### config.mk
export PLATFORM = sky130hd
export DESIGN_NAME = memory_loader
export DESIGN_NICKNAME = d
export VERILOG_FILES = /design/src/rtl/memory_loader.sv
export SDC_FILE = /design/constraint.sdc
export NUM_CORES = 1
export LEC_CHECK = 0
export ABC_AREA = 0
export CORE_UTILIZATION = 60
export DETAILED_ROUTE_END_ITERATION = 8
export GPL_TIMING_DRIVEN = 0
export PLACE_DENSITY = 0.84
export SYNTH_ARGS = -nofsm -noshare
export SYNTH_HDL_FRONTEND = slang
export SYNTH_SLANG_ARGS = --single-unit
### constraint.sdc
create_clock -name clock -period 3.2 [get_ports clock]
set_input_delay 0.64 -clock clock [delete_from_list [all_inputs] [get_ports clock]]
set_output_delay 0.64 -clock clock [all_outputs]
set_load 0.01 [all_outputs]
### src/rtl/memory_loader.sv
// Byte-stream program loader: parses sync/addr/count/data/checksum frames and
// drives the write port of the dual-bank memory_block with packed 16-bit words.
module memory_loader #(
  parameter int WIDTH   = 15,
  parameter int TIMEOUT = 1023
) (
  input  logic             clock,
  input  logic             reset_n,
  input  logic [7:0]       rx_data,
  input  logic             rx_valid,
  output logic             rx_ready,
  output logic             write_enable,
  output logic [WIDTH-1:0] write_address,
  output logic [15:0]      write_data,
  output logic             busy,
  output logic             done,
  output logic             error,
  output logic [1:0]       error_code
);

  localparam logic [7:0] SYNC = 8'hA5;

  typedef enum logic [2:0] {
    IDLE, ADDR_H, ADDR_L, CNT_H, CNT_L, DATA_H, DATA_L, CSUM
  } state_t;

  state_t           state, state_nxt;
  logic             accept;
  logic [7:0]       hold;      // high byte of the field being assembled
  logic [15:0]      field;
  logic [WIDTH-1:0] addr;
  logic [15:0]      count;
  logic [7:0]       sum, sum_nxt;
  logic [15:0]      tcnt;
  logic             timeout_hit;

  assign accept  = rx_valid & rx_ready;
  assign field   = {hold, rx_data};
  assign sum_nxt = sum + rx_data;
  assign busy    = (state != IDLE);

  // A byte arriving on the expiry cycle wins over the timeout.
  assign timeout_hit = busy && !accept && (tcnt == 16'(TIMEOUT - 1));

  always_ff @(posedge clock or negedge reset_n) begin
    if (!reset_n) state <= IDLE;
    else          state <= state_nxt;
  end

  always_comb begin
    state_nxt = state;
    if (timeout_hit) begin
      state_nxt = IDLE;
    end else if (accept) begin
      case (state)
        IDLE:    if (rx_data == SYNC) state_nxt = ADDR_H;
        ADDR_H:  state_nxt = ADDR_L;
        ADDR_L:  state_nxt = CNT_H;
        CNT_H:   state_nxt = CNT_L;
        CNT_L:   state_nxt = (field == 16'd0) ? CSUM : DATA_H;
        DATA_H:  state_nxt = DATA_L;
        DATA_L:  state_nxt = (count == 16'd1) ? CSUM : DATA_H;
        CSUM:    state_nxt = IDLE;
        default: state_nxt = IDLE;
      endcase
    end
  end

  always_ff @(posedge clock or negedge reset_n) begin
    if (!reset_n) begin
      rx_ready      <= 1'b0;
      write_enable  <= 1'b0;
      write_address <= '0;
      write_data    <= '0;
      done          <= 1'b0;
      error         <= 1'b0;
      error_code    <= 2'b00;
      hold          <= '0;
      addr          <= '0;
      count         <= '0;
      sum           <= '0;
      tcnt          <= '0;
    end else begin
      rx_ready     <= 1'b1;
      write_enable <= 1'b0;
      done         <= 1'b0;
      error        <= 1'b0;
      if (accept) begin
        tcnt <= '0;
        if (state == IDLE) begin
          if (rx_data == SYNC) begin
            sum        <= '0;
            error_code <= 2'b00;
          end
        end else begin
          sum <= sum_nxt;
        end
        case (state)
          ADDR_H, CNT_H, DATA_H: hold <= rx_data;
          ADDR_L: addr  <= field[WIDTH-1:0];
          CNT_L:  count <= field;
          DATA_L: begin
            write_enable  <= 1'b1;
            write_address <= addr;
            write_data    <= field;
            addr          <= addr + WIDTH'(1);
            count         <= count - 16'd1;
          end
          CSUM: begin
            if (sum_nxt == 8'h00) begin
              done <= 1'b1;
            end else begin
              error      <= 1'b1;
              error_code <= 2'b01;
            end
          end
          default: ;
        endcase
      end else if (timeout_hit) begin
        error      <= 1'b1;
        error_code <= 2'b10;
      end else if (busy) begin
        tcnt <= tcnt + 16'd1;
      end
    end
  end

endmodule
# Yosys cells after proc, flatten, opt, wreduce, memory -nomap -nowiden
# Cells that the tools add are included.
[totals]
regBits = 103
in_bits = 11
output_inout_bits = 38
word_cells = 78
[op_classes]
add_sub_neg = 4
eq_ne = 13
mux = 28
bitwise = 1
n_reduce_logical = 19
[ops]
columns = ["cell", "n"]
rows = [
  ["two-way mux 16 bit", 3],
  ["one-hot mux 16 bit (2 select lines)", 1],
  ["one-hot mux 15 bit (2 select lines)", 1],
  ["one-hot mux 3 bit (8 select lines)", 1],
  ["adder 16 x 1 -> 16 bit (second input constant)", 1],
  ["equality test 16 x 1 -> 1 bit (second input constant)", 1],
  ["equality test 16 x 10 -> 1 bit (second input constant)", 1],
  ["zero test 16 bit", 1],
  ["two-way mux 2 bit", 8],
  ["two-way mux 8 bit", 2],
  ["subtractor 16 x 1 -> 16 bit (second input constant)", 1],
  ["adder 15 x 1 -> 15 bit (second input constant)", 1],
  ["AND reduction 2 bit", 7],
  ["equality test 3 bit (second input constant)", 4],
  ["two-way mux 1 bit", 9],
  ["two-way mux 3 bit", 3],
  ["adder 8 bit", 1],
  ["equality test 8 bit (second input constant)", 1],
  ["zero test 8 bit", 1],
  ["nonzero test 2 bit", 4],
  ["equality test 3 x 2 -> 1 bit (second input constant)", 2],
  ["!= test 2 bit (second input constant)", 2],
  ["equality test 3 x 1 -> 1 bit (second input constant)", 1],
  ["zero test 3 bit", 1],
  ["6 further kinds", 7],
]

# Depth between registers and ports, before layout
[logic_depth]
word_depth = 6
depth_mapped = 8
depth_no_buf = 8

# Worst setup path after synthesis
# Ideal clock, no wire load.
[synth_timing]
path_kind = "input to register"
startpoint = "input port rx_data[0]"
endpoint = "register error_code[1]"
setup_time_ps = 84
arrival_time_ps = 2310
setup_slack_ps = 806
path_stages = 8
cell_sequence = "ha_1 fa_1 a211oi_1 nor2_1 xor2_1 nor4_1 a31o_2 a21boi_0"
[synth_between]
elab_chain_len = 6
elab_cells_between_ends = 8
cone_classes = "add/sub (1); eq/ne (1); mux (5); reduce/logical (1)"
[synth_rtl]
columns = ["element", "line", "text"]
rows = [
  ["start: declaration", "9", "input logic [7:0] rx_data,"],
  ["parallel branches: the longest is 4 deep, another holds adder 8 bit", "--", ""],
  ["two-way mux 2 bit *", "98", "case (state)"],
  ["two-way mux 2 bit *", "88", "if (accept) begin"],
  ["end signal: assignment", "93", "error_code <= 2'b00;"],
  ["end signal: assignment", "114", "error_code <= 2'b01;"],
  ["end signal: assignment", "121", "error_code <= 2'b10;"],
  ["end: declaration", "18", "output logic [1:0] error_code"],
]
# Every way passes the cells marked *.
# A chain may end at the register's enable or synchronous reset.

# Final worst setup path
# Same ends and word-level chain as after synthesis.

==> out/summary.md <==
### Min path
- **Tightest Hold Check Type** in -> async

### Clock network
- **CTS H-tree depth** 3
- **CTS tree** yes
- **clk sink count** 103
- **number of buffers created by CTS** 9
- **clock-pin slew reported for the worst setup and hold paths after clock tree synthesis** 0.10 ns
- **post-CTS setup buffer count** 0
- **clock root buffer** sky130_fd_sc_hd__clkbuf_8
- **number of buffers added to fix hold violations after cts** 0
- **clock latency on the worst-skew pair** 0.39 ns
- **maximum count of clock buffers along a single path** 2

### Global routing
- **grt ovf** 0
- **number of antenna violations at the first check in global routing** 0
- **vias in the first global route** 4,350
- **largest net degree at the start of global routing** 69
- **first-pass GRT wire length** 20.91 mm
- **overall routing resource usage** 30.77%

### Logic synthesis
- **number of flip-flops and latches in the synthesized netlist** 103
- **synthesized net count** 533
- **primary flip-flop cell chosen by synthesis mapping** sky130_fd_sc_hd__dfrtp_1
- **proportion of register bits with asynchronous set or reset after synthesis** 100.0%
- **average cell area after synthesis** 10.11 sq um
- **mapped cell area** 5145 sq um
- **Yosys top cell area share** 50.10%
- **yosys warns** 0
- **synth top area cells** sky130_fd_sc_hd__dfrtp_1 50%, sky130_fd_sc_hd__mux2_2 8.5%, sky130_fd_sc_hd__nor2_1 3.9%
- **number of enable flip-flop cells after synthesis** 0
- **largest area contributor in the netlist** sky130_fd_sc_hd__dfrtp_1
- **number of unique standard cell types used by synthesis** 57
- **share of the yosys chip area belonging to registers** 50.10%
- **number of instances in the synthesized netlist** 509

### Setup path
- **Critical Path Fanout Max** 8
- **depth of the worst register-to-register path** 8
- **endpoint kind of the worst setup timing path** flip-flop
- **launching element type of the critical path** input port
- **endpoint of the worst-slack reg-to-reg timing path** error_code[1]
- **critical path required time** 3.50 ns
- **critical path class** in -> reg
- **startpoint of the lowest-slack register-to-register path** sum[0]
- **worst-case register-to-register setup slack** 0.83 ns
- **endpoint arrival time on the critical path** 3.26 ns

### Floorplan
- **Placeable Area** 8258 sq um
- **die area** 8949 sq um
- **initial core utilization** 62.30%
- **Boundary Pins** 49
- **Horiz. Die Dim** 94.60 um
- **number of rows in the core area** 33
- **die extent in y** 94.60 um

### STA
- **Max Clock Freq** 338.0 MHz
- **worst-margin pin slew** 0.7194 ns
- **min cycle time layout** 2.958 ns
- **Final setup violation count** 0
- **Worst slew margin** 51.72%
- **final setup TNS** 0 ns
- **Hold Vio Cnt, Final** 0
- **final worst path period share** 92.45%
- **Max Clock Skew** 0.007395 ns
- **max-slew violation total from the final report** 0
- **RSZ-0062 raised after global routing** no

### Outcome
- **outcome** finished, final reports clean

### Pwr
- **leakage power summed over all cells** 2.605 nW
- **Pwr Total** 5.066 mW
- **maximum vdd drop** 0.5806 mV
- **power density over cell area** 849.1 nW/um^2

### Final layout
- **fraction of final layout cells with drive strength greater than 1** 12.37%
- **area grow syn2layout** 15.95%
- **commonest cells after routing, fill and taps aside** 103 x sky130_fd_sc_hd__dfrtp_1, 53 x sky130_fd_sc_hd__nor2_1, 47 x sky130_fd_sc_hd__clkdlybuf4s50_1
- **most common cell after layout, fill and taps aside** sky130_fd_sc_hd__dfrtp_1
- **number of nets in the finished design** 593
- **Diodes inserted** 0

### Drt
- **residual antenna-violating net count after detailed routing** 0
- **via density per instance** 6.339
- **drt first pass iters** 6
- **count of vias placed by the detailed router** 4,304
- **1st-iter DRT viols** 392
- **detail-routed net length per standard cell** 18.57 um
- **number of design rule violations left after detail routing** 0
- **Routed Wire Length** 12.61 mm

### Placement
- **gp weighted congestion** 0.9318
- **count of input and output buffers** 48
- **sum of net half-perimeters after detailed placement** 8.758 mm

### Run
- **number of max-cap violations** 0

area by class of cell:
type | instances | area (sq um)
multi-input combinational | 371 | 2441
clock buffer | 10 | 127.6
tap | 105 | 131.4
buffer | 23 | 92.59
sequential | 103 | 2577
inverter | 12 | 45.04
timing repair buffer | 49 | 505.5
fill | 584 | 2292
clock inverter | 6 | 45.04
worst max-delay path by stage:
stage / endpoint / depth (start not counted) / start / slack (ns)
detailed placement: error_code[1] / 9 / rx_data[0] / -0.24
finish: error_code[1] / 9 / rx_data[0] / 0.24
floorplan: error_code[1] / 8 / rx_data[0] / 0.81
CTS: error_code[1] / 9 / rx_data[0] / 0.15
global route: error_code[1] / 9 / rx_data[0] / 0.11
global placement: tcnt[6] / 1 / reset_n / -2.21
layer usage:
metal  part of all wire [%]  global-route usage [%]  wire [um]  vias to the layer above
met5                      0                       0          0                        -
met4                    3.6                   17.30        450                        0
met3                    7.7                   6.119        973                       47
met2                     48                   48.32       6060                      224
met1                     41                   39.87       5126                     2072
li1                       -                       -          -                     1961
kinds of logic after synthesis:
kind of cell	count (synthesis)	share of synthesized area, %
AND/OR/NAND/NOR	168	15.93
flip-flops	103	50.10
XOR/XNOR	22	3.745
other	1	0.07289
adder cells (fa/ha/maj)	13	3.307
buffers and inverters	35	2.675
AO/OA/AOI/OAI	127	15.44
multiplexers	40	8.731
synthesized netlist by cell type, drive strengths merged (7+ instances only):
cell,instances
a21oi,34
a22oi,7
and3,7
clkbuf,17
dfrtp,103
ha,12
inv,11
mux2,39
nand2,38
nand3,21
nand4,8
nor2,53
nor3,13
o21ai,40
xor2,16
what timing repair did:
action	4_1_cts	5_1_grt
endpoints found under the setup margin	0	2
endpoints found under the hold margin	0	0
gates resized for setup	0	2
report_power, final:
group	total (mW)	switching (mW)	internal (mW)
clock network	0.761	0.473	0.288
logic	2.06	1.08	0.973
registers	2.25	0.469	1.78
stage by stage:
stage | cells | utilization (%) | setup WS [ns] | hold slack, ns | instance area [sq um]
after floorplan | 509 | - | 0.8061 | 0.3444 | 5145
after global placement | 662 | 69.71 | -2.209 | 0.4682 | 5757
after detailed placement | 663 | 70.02 | -0.2374 | 0.4894 | 5782
after CTS | 679 | 72.11 | 0.1508 | 0.2240 | 5954
after global routing | 679 | 72.24 | 0.1114 | 0.2499 | 5966
final | 679 | 72.24 | 0.2416 | 0.2060 | 5966
worst max-delay path: stages:
cell                              delay (ns)
sky130_fd_sc_hd__clkdlybuf4s50_1        0.60
sky130_fd_sc_hd__ha_1                   0.33
sky130_fd_sc_hd__fa_1                   0.43
sky130_fd_sc_hd__a211oi_2               0.27
sky130_fd_sc_hd__o21bai_1               0.13
sky130_fd_sc_hd__a21oi_1                0.19
sky130_fd_sc_hd__xor2_1                 0.25
sky130_fd_sc_hd__a31o_2                 0.22
sky130_fd_sc_hd__a21boi_0               0.19
flip-flops by register name, summed over array words and instances (netlist names), 2 cells and up:
signal         count
sum                8
hold               8
write_data        16
addr              15
tcnt              16
state              3
write_address     15
error_code         2
count             16
Power figures use the tool's default switching activity.
